===== src/rtl/pipe_hazard_ctrl_pkg.sv =====
// Shared types for the DE->EX->MEM->WB hazard controller: FSM states, forwarding
// selects and the shadow-pipeline slot record.
package pipe_hazard_ctrl_pkg;

  // Slot rd is stored at a fixed width so the struct can live here; REG_AW must not exceed it.
  localparam int unsigned RegAwMax = 8;

  typedef enum logic [1:0] {
    RUN   = 2'd0,
    STALL = 2'd1,
    FLUSH = 2'd2
  } hz_state_e;

  typedef enum logic [1:0] {
    FWD_RF  = 2'd0,
    FWD_MEM = 2'd1,
    FWD_WB  = 2'd2
  } fwd_sel_e;

  typedef struct packed {
    logic                valid;
    logic [RegAwMax-1:0] rd;
    logic                reg_write;
    logic                mem_read;
  } slot_s;

  localparam slot_s SlotBubble = '0;

  // x0 is hardwired zero, so it never produces a value worth forwarding or stalling on.
  function automatic logic slot_produces(input slot_s s, input logic [RegAwMax-1:0] r);
    return s.valid & s.reg_write & (s.rd != '0) & (s.rd == r);
  endfunction

endpackage


===== src/rtl/sat_counter.sv =====
// Event counter that sticks at all-ones instead of wrapping.
module sat_counter #(
  parameter int unsigned CNT_W = 32
) (
  input  logic             clk,
  input  logic             rst_n,
  input  logic             inc,
  output logic [CNT_W-1:0] count
);

  always_ff @(posedge clk or negedge rst_n) begin
    if (!rst_n) begin
      count <= '0;
    end else if (inc && (count != '1)) begin
      count <= count + CNT_W'(1);
    end
  end

endmodule


===== src/rtl/pipe_hazard_ctrl.sv =====
// Load-use stall, branch flush sequencing and registered forwarding selects for the
// instruction entering EX, tracked with a 3-slot shadow of the downstream stages.
module pipe_hazard_ctrl
  import pipe_hazard_ctrl_pkg::*;
#(
  parameter int unsigned FLUSH_CYCLES = 2,
  parameter int unsigned CNT_W        = 32,
  parameter int unsigned REG_AW       = 5
) (
  input  logic              clk,
  input  logic              rst_n,
  input  logic              de_valid,
  input  logic [REG_AW-1:0] de_rs1,
  input  logic [REG_AW-1:0] de_rs2,
  input  logic              de_rs1_used,
  input  logic              de_rs2_used,
  input  logic [REG_AW-1:0] de_rd,
  input  logic              de_reg_write,
  input  logic              de_mem_read,
  input  logic              branch_taken,
  output logic              stall_o,
  output logic              flush_o,
  output logic [1:0]        fwd_rs1_sel,
  output logic [1:0]        fwd_rs2_sel,
  output logic [CNT_W-1:0]  stall_count,
  output logic [CNT_W-1:0]  flush_count
);

  localparam logic [2:0] FlushLoad = 3'(FLUSH_CYCLES - 1);

  hz_state_e             state_q;
  logic [2:0]            flush_cnt_q;
  slot_s                 ex_q, mem_q, wb_q, de_slot;
  logic [RegAwMax-1:0]   rs1_x, rs2_x;
  logic                  issue, hazard;
  fwd_sel_e              sel1_d, sel2_d;

  assign rs1_x = RegAwMax'(de_rs1);
  assign rs2_x = RegAwMax'(de_rs2);

  // A load in EX is never a forwarding source; the load-use stall lets it reach MEM first.
  function automatic fwd_sel_e pick_fwd(input logic used, input logic [RegAwMax-1:0] rs,
                                        input slot_s ex, input slot_s mem);
    if (!used) begin
      return FWD_RF;
    end else if (slot_produces(ex, rs) && !ex.mem_read) begin
      return FWD_MEM;
    end else if (slot_produces(mem, rs)) begin
      return FWD_WB;
    end
    return FWD_RF;
  endfunction

  always_comb begin
    issue  = de_valid & ~stall_o & ~flush_o;
    hazard = de_valid &
             ((de_rs1_used & slot_produces(ex_q, rs1_x) & ex_q.mem_read) |
              (de_rs2_used & slot_produces(ex_q, rs2_x) & ex_q.mem_read));
    de_slot = '{valid: 1'b1, rd: RegAwMax'(de_rd), reg_write: de_reg_write,
                mem_read: de_mem_read};
    sel1_d  = issue ? pick_fwd(de_rs1_used, rs1_x, ex_q, mem_q) : FWD_RF;
    sel2_d  = issue ? pick_fwd(de_rs2_used, rs2_x, ex_q, mem_q) : FWD_RF;
  end

  always_ff @(posedge clk or negedge rst_n) begin
    if (!rst_n) begin
      ex_q        <= SlotBubble;
      mem_q       <= SlotBubble;
      wb_q        <= SlotBubble;
      fwd_rs1_sel <= FWD_RF;
      fwd_rs2_sel <= FWD_RF;
    end else begin
      ex_q        <= issue ? de_slot : SlotBubble;
      mem_q       <= ex_q;
      wb_q        <= mem_q;
      fwd_rs1_sel <= sel1_d;
      fwd_rs2_sel <= sel2_d;
    end
  end

  // Flush wins over stall in every state; a branch during FLUSH restarts the window.
  always_ff @(posedge clk or negedge rst_n) begin
    if (!rst_n) begin
      state_q     <= RUN;
      flush_cnt_q <= '0;
      stall_o     <= 1'b0;
      flush_o     <= 1'b0;
    end else begin
      stall_o <= 1'b0;
      flush_o <= 1'b0;
      unique case (state_q)
        RUN: begin
          if (branch_taken) begin
            state_q     <= FLUSH;
            flush_cnt_q <= FlushLoad;
            flush_o     <= 1'b1;
          end else if (hazard) begin
            state_q <= STALL;
            stall_o <= 1'b1;
          end
        end
        STALL: begin
          if (branch_taken) begin
            state_q     <= FLUSH;
            flush_cnt_q <= FlushLoad;
            flush_o     <= 1'b1;
          end else begin
            state_q <= RUN;
          end
        end
        FLUSH: begin
          if (branch_taken) begin
            flush_cnt_q <= FlushLoad;
            flush_o     <= 1'b1;
          end else if (flush_cnt_q == 3'd0) begin
            state_q <= RUN;
          end else begin
            flush_cnt_q <= flush_cnt_q - 3'd1;
            flush_o     <= 1'b1;
          end
        end
        default: begin
          state_q <= RUN;
        end
      endcase
    end
  end

  sat_counter #(
    .CNT_W(CNT_W)
  ) u_stall_cnt (
    .clk  (clk),
    .rst_n(rst_n),
    .inc  (stall_o),
    .count(stall_count)
  );

  sat_counter #(
    .CNT_W(CNT_W)
  ) u_flush_cnt (
    .clk  (clk),
    .rst_n(rst_n),
    .inc  (branch_taken),
    .count(flush_count)
  );

  // The WB slot and MEM load flag complete the shadow pipeline but feed no decision.
  logic unused_slots;
  assign unused_slots = ^{wb_q, mem_q.mem_read};

endmodule

===== config.mk =====
export PLATFORM = sky130hd
export DESIGN_NAME = pipe_hazard_ctrl
export DESIGN_NICKNAME = d
export VERILOG_FILES = /design/src/rtl/pipe_hazard_ctrl_pkg.sv /design/src/rtl/sat_counter.sv /design/src/rtl/pipe_hazard_ctrl.sv
export SDC_FILE = /design/constraint.sdc
export NUM_CORES = 1
export LEC_CHECK = 0
export ABC_AREA = 1
export ABC_CLOCK_PERIOD_IN_PS = 5220
export BUFFER_PORTS_ARGS = -buffer_cell sky130_fd_sc_hd__buf_2
export CORE_ASPECT_RATIO = 1.75
export CORE_MARGIN = 4
export CORE_UTILIZATION = 50
export CTS_CLUSTER_DIAMETER = 120
export DETAILED_ROUTE_END_ITERATION = 7
export PLACE_DENSITY = 0.78
export SETUP_SLACK_MARGIN = 0.5
export SLEW_MARGIN = 40
export SYNTH_ARGS = -nofsm -noshare
export SYNTH_HDL_FRONTEND = slang
export SYNTH_SLANG_ARGS = --single-unit

===== constraint.sdc =====
create_clock -name clk -period 5.22 [get_ports clk]
set_input_delay 1.305 -clock clk [delete_from_list [all_inputs] [get_ports clk]]
set_output_delay 1.305 -clock clk [all_outputs]
set_load 0.05 [all_outputs]

==> results.md, run 1 <==
- Cells along the critical path: buf_2
- Overall global routing resource usage: 23.5%
- Clk Tree Root Cell: sky130_fd_sc_hd__clkbuf_16
- TritonCTS clock tree: built
- Switching power: 541 uW
- Starting density of the core: 51.2%
- Min-delay src: ex_q[1]
- Mean area per synthesized cell: 6.78 sq um
- Number of flops mapped to enable cells by yosys: 0
- Top post-synthesis cells by area: sky130_fd_sc_hd__dfrtp_1 41%, sky130_fd_sc_hd__nand2_1 27%, sky130_fd_sc_hd__nor2_1 8.3%, sky130_fd_sc_hd__inv_1 3.5%, sky130_fd_sc_hd__nand3b_1 3.3%
- Clock Tree Buf Depth: 2
- Number of distinct standard cells referenced by the synthesized netlist: 27
- Most frequently used cell type in the post-synthesis netlist: sky130_fd_sc_hd__nand2_1
- Kind of cell adding the most delay to the critical path: flip-flops
- Layout Cells excl Fill: 1040
- Number of synthesized register bits: 90
- Capture point of the worst reg-to-reg path: u_stall_cnt.count[23]
- Layout Skew: 0.00961 ns
- Arr. time, crit path: 1.18 ns
- Startpoint types: flop
- Area of all placed cells without fillers: 6330 sq um
- Run status: finished, final reports clean
- Headroom to the max-slew limit: 56.4%
- Endpoint of the worst hold path: mem_q[1]
- Postcts setup bufs: 0
- Count of buffers from port buffering: 92
- Minimum clock period after layout: 2.49 ns
- Initial antenna violation count: 0
- Clock transition at path regs: 0.07 ns
- Ys Warns: 0
- Die span in x: 87.3 microns
- Remaining DRCs: 0
- Biggest area consumer among synthesized cells: sky130_fd_sc_hd__dfrtp_1
- Total number of nets in the final design: 932
- Fraction of final layout cells with drive strength greater than 1: 14.1%
- Later-pin clock latency in the skew report: 0.34 ns
- Weighted congestion at the end of routability-driven global placement: 0.920
- Share of the core filled with cells: 58.8%
- Worst path buffer plus inverter count: 1
- Post-detailed-route wirelength per cell: 13.9 microns
- Post-DR vias/cell: 5.17
- Category of the worst setup path capture point: primary output
- Post-route ant nets: 0
- Antenna diodes: 0
- Fill cell count: 1079
- Max-slew violation count: 0
- Most frequent cells after synthesis: 400 x sky130_fd_sc_hd__nand2_1, 122 x sky130_fd_sc_hd__nor2_1, 90 x sky130_fd_sc_hd__dfrtp_1
- Worst hold path class: flop to flop
- Total Negative Setup Slacks: 0 ns
- Leakage: 0.00327 uW
- Slew at the pin closest to its max-slew limit: 0.652 ns
- Min-Delay Path Depth: 0
- Number of hold violations in the final report: 0
- Worst Reg-to-Reg Cells: 10
- Relative area change from synthesis to final layout: 15.0%
- First-pass GRT wire length: 23800 microns
- Area used by multi-input combinational logic: 2930 sq um
- Via count of the first global-routing pass: 5077
- Comb power frac: 16.5%
- Clock Sinks: 90
- Seq pwr share: 45.6%
- Maximum number of pins on one net before global-route repair: 67
- Number of cells upsized or downsized after cts: 0
- Total iterations of the first detailed-routing run: 6
- Slowest cell delay on critical path: 0.51 ns
- Max-cap violation count: 0
- Data required time of the critical path: 3.91 ns
- Switch share: 30.9%
- Post-synthesis instance area: 5510 sq um
- Detailed placement HPWL: 10900 microns
- Biggest fanout along the worst timing path: 6
- Number of failing setup endpoints in the final timing report: 0
- Path type of the worst setup path: flop to primary output
- Site Rows: 50
- Final period utilization: 47.6%
- Internal power summed over all cells: 1210 uW
- Synthesized netlist net count: 839
- Placed insts: 1024
- Top Ports: 93
- Vert. Die Dim: 147 microns
- Htree depth: 3
- Peak VDD IR: 0.000190 V
- Number of hold-repair buffers added at the cts stage: 0
- Share of Yosys cell area claimed by the top area cell type: 40.9%
- FF+latch area: 2250 sq um
- Top flip-flop cell by instance count after synthesis: sky130_fd_sc_hd__dfrtp_1
- Number of CTS-inserted buffers: 9
- Overall die area: 12800 sq um
- Worst-case register-to-register setup slack: 2.77 ns
- Clock network fraction of total power: 37.9%
- Launch instance of the worst register-to-register path: u_stall_cnt.count[0]
- Core area: 10800 sq um
- Part of the Yosys area used for sequential elements: 40.9%
- Routed wire length: 14500 microns
- Cell with the largest stage delay on the worst path: sky130_fd_sc_hd__dfrtp_1
- Achievable clock frequency: 402 MHz
- Number of instances in the synthesized netlist: 812
- Total power divided by cell area: 276 nW/um^2
- Post-Place Cell Area: 6030 sq um
- RSZ-0062 raised after global routing: false
- GR Overflow Total: 0
- 1st-iter DRT viols: 257
- Total via count after detailed routing: 5381
- Synth async-reset ratio: 100%
[registers in the layout (all words and copies together), names as in the netlist, 2 cells and up]
register,flops
fwd_rs2_sel,2
mem_q,7
u_flush_cnt.count,32
flush_cnt_q,3
state_q,2
fwd_rs1_sel,2
u_stall_cnt.count,32
ex_q,8
[power groups by stage]
stage	Combinational [uW]	Sequential, uW	Clock (uW)
after CTS	293	798	678
after global routing	324	808	710
after floorplan	144	870	0
after global placement	284	810	0
after detailed placement	291	810	0
final	289	798	663
[metrics by stage]
stage	setup slack (ns)	hold slack, ns	total power (uW)
final	2.73	0.381	1750
after global routing	2.46	0.421	1840
after CTS	2.72	0.383	1770
after detailed placement	2.74	0.364	1100
after floorplan	3.06	0.354	1010
after global placement	2.82	0.360	1090
[cell usage in the layout (no fill, tap or decap)]
master	Yosys	routed
sky130_fd_sc_hd__bufinv_16	0	1
sky130_fd_sc_hd__nor3_1	6	6
sky130_fd_sc_hd__clkinv_1	1	1
sky130_fd_sc_hd__buf_2	2	91
sky130_fd_sc_hd__nor2_1	122	122
sky130_fd_sc_hd__o21ai_1	2	2
sky130_fd_sc_hd__xnor2_1	17	17
sky130_fd_sc_hd__buf_6	9	1
sky130_fd_sc_hd__nand2_2	3	3
sky130_fd_sc_hd__nor2_4	6	6
sky130_fd_sc_hd__clkinv_2	0	2
sky130_fd_sc_hd__nand2_1	400	400
sky130_fd_sc_hd__nand3_1	19	19
sky130_fd_sc_hd__nand3_2	1	1
sky130_fd_sc_hd__dfrtp_1	90	90
sky130_fd_sc_hd__nand3b_1	24	24
sky130_fd_sc_hd__o21ai_0	11	11
sky130_fd_sc_hd__clkinvlp_4	0	1
sky130_fd_sc_hd__nand2_4	2	2
sky130_fd_sc_hd__nor2_2	3	3
sky130_fd_sc_hd__inv_2	3	3
sky130_fd_sc_hd__buf_4	0	1
sky130_fd_sc_hd__xor2_1	19	19
sky130_fd_sc_hd__clkbuf_16	0	9
sky130_fd_sc_hd__nand4_1	5	5
sky130_fd_sc_hd__a21oi_1	3	3
sky130_fd_sc_hd__ha_1	4	4
sky130_fd_sc_hd__a21boi_0	1	1
sky130_fd_sc_hd__o211ai_1	1	1
sky130_fd_sc_hd__o22ai_1	6	6
sky130_fd_sc_hd__inv_4	1	1
sky130_fd_sc_hd__inv_1	51	51
sky130_fd_sc_hd__inv_6	0	3
[metal layers]
layer | routed length (microns) | global-route usage [%]
met5 | 0 | 0
met4 | 932 | 15.3
met3 | 664 | 3.48
met2 | 7560 | 41.1
met1 | 5340 | 25.6
[cells by family (layout without fill, tap and decap cells)]
family	Yosys count	count (layout)	synth area share, %
buffers and inverters	67	165	5.88
AOI/OAI and AO/OA	24	24	2.41
DFF	90	90	40.9
adders and majority gates	4	4	0.909
and+or+nand+nor	591	591	44.2
xor gates and xnor gates	36	36	5.72
[worst max-delay path by stage]
stage	start	endpoint	cells past startpoint
floorplan	de_valid	fwd_rs2_sel[1]	6
global placement	u_stall_cnt.count[0]	u_stall_cnt.count[23]	10
detailed placement	u_stall_cnt.count[0]	u_stall_cnt.count[23]	10
CTS	u_stall_cnt.count[24]	stall_count[24]	1
global route	u_stall_cnt.count[0]	u_stall_cnt.count[17]	10
finish	u_stall_cnt.count[22]	stall_count[22]	1
[area by class of cell]
| cell class | instances | area share [%] |
|---|---|---|
| repair buffers | 93 | 7.49 |
| clock inverters | 7 | 1.17 |
| inverters | 56 | 3.36 |
| well taps | 130 | 2.57 |
| clock buffers | 9 | 3.56 |
| flip-flops and latches | 90 | 35.6 |
| multi-input cells | 655 | 46.3 |
(Power assumes the default switching activity.)
==> run 2, diff against run 1 <==
- ABC_CLOCK_PERIOD_IN_PS: 5220 -> 2400
- clock period: 5.22 -> 2.4 ns (I/O delays scaled with it)
==> run 2 against run 1 <==
Effect of this change: design area rose by 1.6%; critical path depth rose by 9; combinational power rose by 120%; register-to-register slack got worse by 2.1 ns; clock power rose by 120%; non-clock buffer count rose by 6; sequential share of layout area fell by 0.47 points; routed wire length rose by 0.73%; critical endpoint is now u_flush_cnt.count[13].
==> results.md, run 2 (synthesis results as in run 1) <==
- Count of buffers from port buffering: 92
- Post-detailed-route wirelength per cell: 14.0 microns
- Internal power summed over all cells: 2640 uW
- Headroom to the max-slew limit: 65.7%
- Relative area change from synthesis to final layout: 16.8%
- Peak VDD IR: 0.000467 V
- Overall global routing resource usage: 23.8%
- Maximum number of pins on one net before global-route repair: 40
- Category of the worst setup path capture point: flop
- Post-Place Cell Area: 6090 sq um
- Layout Skew: 0.00787 ns
- Remaining DRCs: 0
- Leakage: 0.00330 uW
- Slew at the pin closest to its max-slew limit: 0.515 ns
- FF+latch area: 2260 sq um
- Area used by multi-input combinational logic: 2950 sq um
- Power after layout: 3810 uW
- Max-slew violation count: 0
- Initial antenna violation count: 0
- Cells along the critical path: ha_2, inv_2, nor2_4, nand2_2, nor2_4, nand2_2, nand2_8, inv_4, nand2_1, nand2_1
- Number of failing setup endpoints in the final timing report: 0
- Number of hold-repair buffers added at the cts stage: 0
- Seq pwr share: 45.6%
- Most common cell after layout, fill and taps aside: sky130_fd_sc_hd__nand2_1
- Switch share: 30.7%
- Antenna diodes: 0
- Total via count after detailed routing: 5292
- Switching power: 1170 uW
- 1st-iter DRT viols: 199
- Worst hold path class: input port to async pin
- Area of all placed cells without fillers: 6430 sq um
- Number of CTS-inserted buffers: 9
- Final period utilization: 73.3%
- Starting density of the core: 51.2%
- TritonCTS clock tree: built
- Registers with the most flip-flops: u_flush_cnt.count: 32 flops, u_stall_cnt.count: 32 flops, ex_q: 8 flops
- Routed wire length: 14600 microns
- Detailed placement HPWL: 11400 microns
- Layout Cells excl Fill: 1046
- Overall die area: 12800 sq um
- Post-route ant nets: 0
- Number of hold violations in the final report: 0
- Placed insts: 1030
- Die span in x: 87.3 microns
- Clock Sinks: 90
- RSZ-0062 raised after global routing: true
- Run status: finished, final reports clean
- Fraction of final layout cells with drive strength greater than 1: 15.5%
- Path type of the worst setup path: flop to flop
- Total number of nets in the final design: 938
- Post-DR vias/cell: 5.06
- Clk Tree Root Cell: sky130_fd_sc_hd__clkbuf_16
- Startpoint types: flop
- GR Overflow Total: 0
- Htree depth: 3
- Core area: 10800 sq um
- Via count of the first global-routing pass: 5201
- Total Negative Setup Slacks: 0 ns
- Site Rows: 50
- First-pass GRT wire length: 24300 microns
- Slowest cell delay on critical path: 0.42 ns
- Comb power frac: 16.7%
- Weighted congestion at the end of routability-driven global placement: 0.976
- Biggest fanout along the worst timing path: 26
- Total power divided by cell area: 593 nW/um^2
- Fill cell count: 1066
- Clock Tree Buf Depth: 2
- Arr. time, crit path: 1.99 ns
- Achievable clock frequency: 568 MHz
- Cell with the largest stage delay on the worst path: sky130_fd_sc_hd__dfrtp_2
- Total iterations of the first detailed-routing run: 4
- Clock transition at path regs: 0.07 ns
- Minimum clock period after layout: 1.76 ns
- Most frequent cells in the layout: 400 x sky130_fd_sc_hd__nand2_1, 120 x sky130_fd_sc_hd__nor2_1, 91 x sky130_fd_sc_hd__buf_2, 86 x sky130_fd_sc_hd__dfrtp_1, 51 x sky130_fd_sc_hd__inv_1
- Clock network fraction of total power: 37.7%
- Max-cap violation count: 0
- Top Ports: 93
- Vert. Die Dim: 147 microns
- Data required time of the critical path: 2.63 ns
- Later-pin clock latency in the skew report: 0.34 ns
## run 2: routing by layer
metal	global-route usage, %	routed length (microns)
met1	24.7	5300
met2	43.7	7930
met5	0	0
met4	14.4	850
met3	2.81	526
## run 2: worst paths after layout
check / end / start / depth (start not counted) / slack (ns)
max reg2reg: u_flush_cnt.count[13] / u_flush_cnt.count[0] / 10 / 0.64
min: u_stall_cnt.count[12] / rst_n / 1 / 0.23
max: u_flush_cnt.count[13] / u_flush_cnt.count[0] / 10 / 0.64
max in group asynchronous: ex_q[6] / rst_n / 2 / 1.57
min reg2reg: mem_q[1] / ex_q[1] / 0 / 0.38
min in group clk: mem_q[1] / ex_q[1] / 0 / 0.38
## run 2: worst max-delay path, delay by kind of cell, from the launching register on
family	cells	cell delay [ns]
simple gates	7	0.76
flops	1	0.42
fa+ha+maj	1	0.25
buf+inv	2	0.20
## run 2: final cells by class
type                    instances  area share, %
inverters                      56           3.35
repair buffers                 99           8.44
flip-flops and latches         90           35.1
clock buffers                   9           3.50
clock inverters                 7           1.21
multi-input cells             655           45.9
well taps                     130           2.53
## run 2: timing repair
| action | CTS | global route |
|---|---|---|
| gates resized for setup | 0 | 11 |
| setup endpoints to repair | 0 | 60 |
| buffers inserted | 0 | 0 |
## run 2: stage by stage
stage | setup WS, ns | utilization (%) | hold WS [ns]
CTS | 0.509 | 59.4 | 0.254
global placement | 0.544 | 56.6 | 0.358
detailed placement | 0.518 | 56.6 | 0.365
global route | 0.482 | 59.8 | 0.271
floorplan | 0.535 | - | 0.304
finish | 0.641 | 59.8 | 0.235
## run 2: power by group through the flow
stage          Combinational (uW)  Clock [uW]  Sequential (uW)
3_3_place_gp                  627           0             1760
6_report                      637        1440             1740
2_1_floorplan                 312           0             1890
3_5_place_dp                  641           0             1770
4_1_cts                       644        1470             1740
5_1_grt                       711        1550             1760
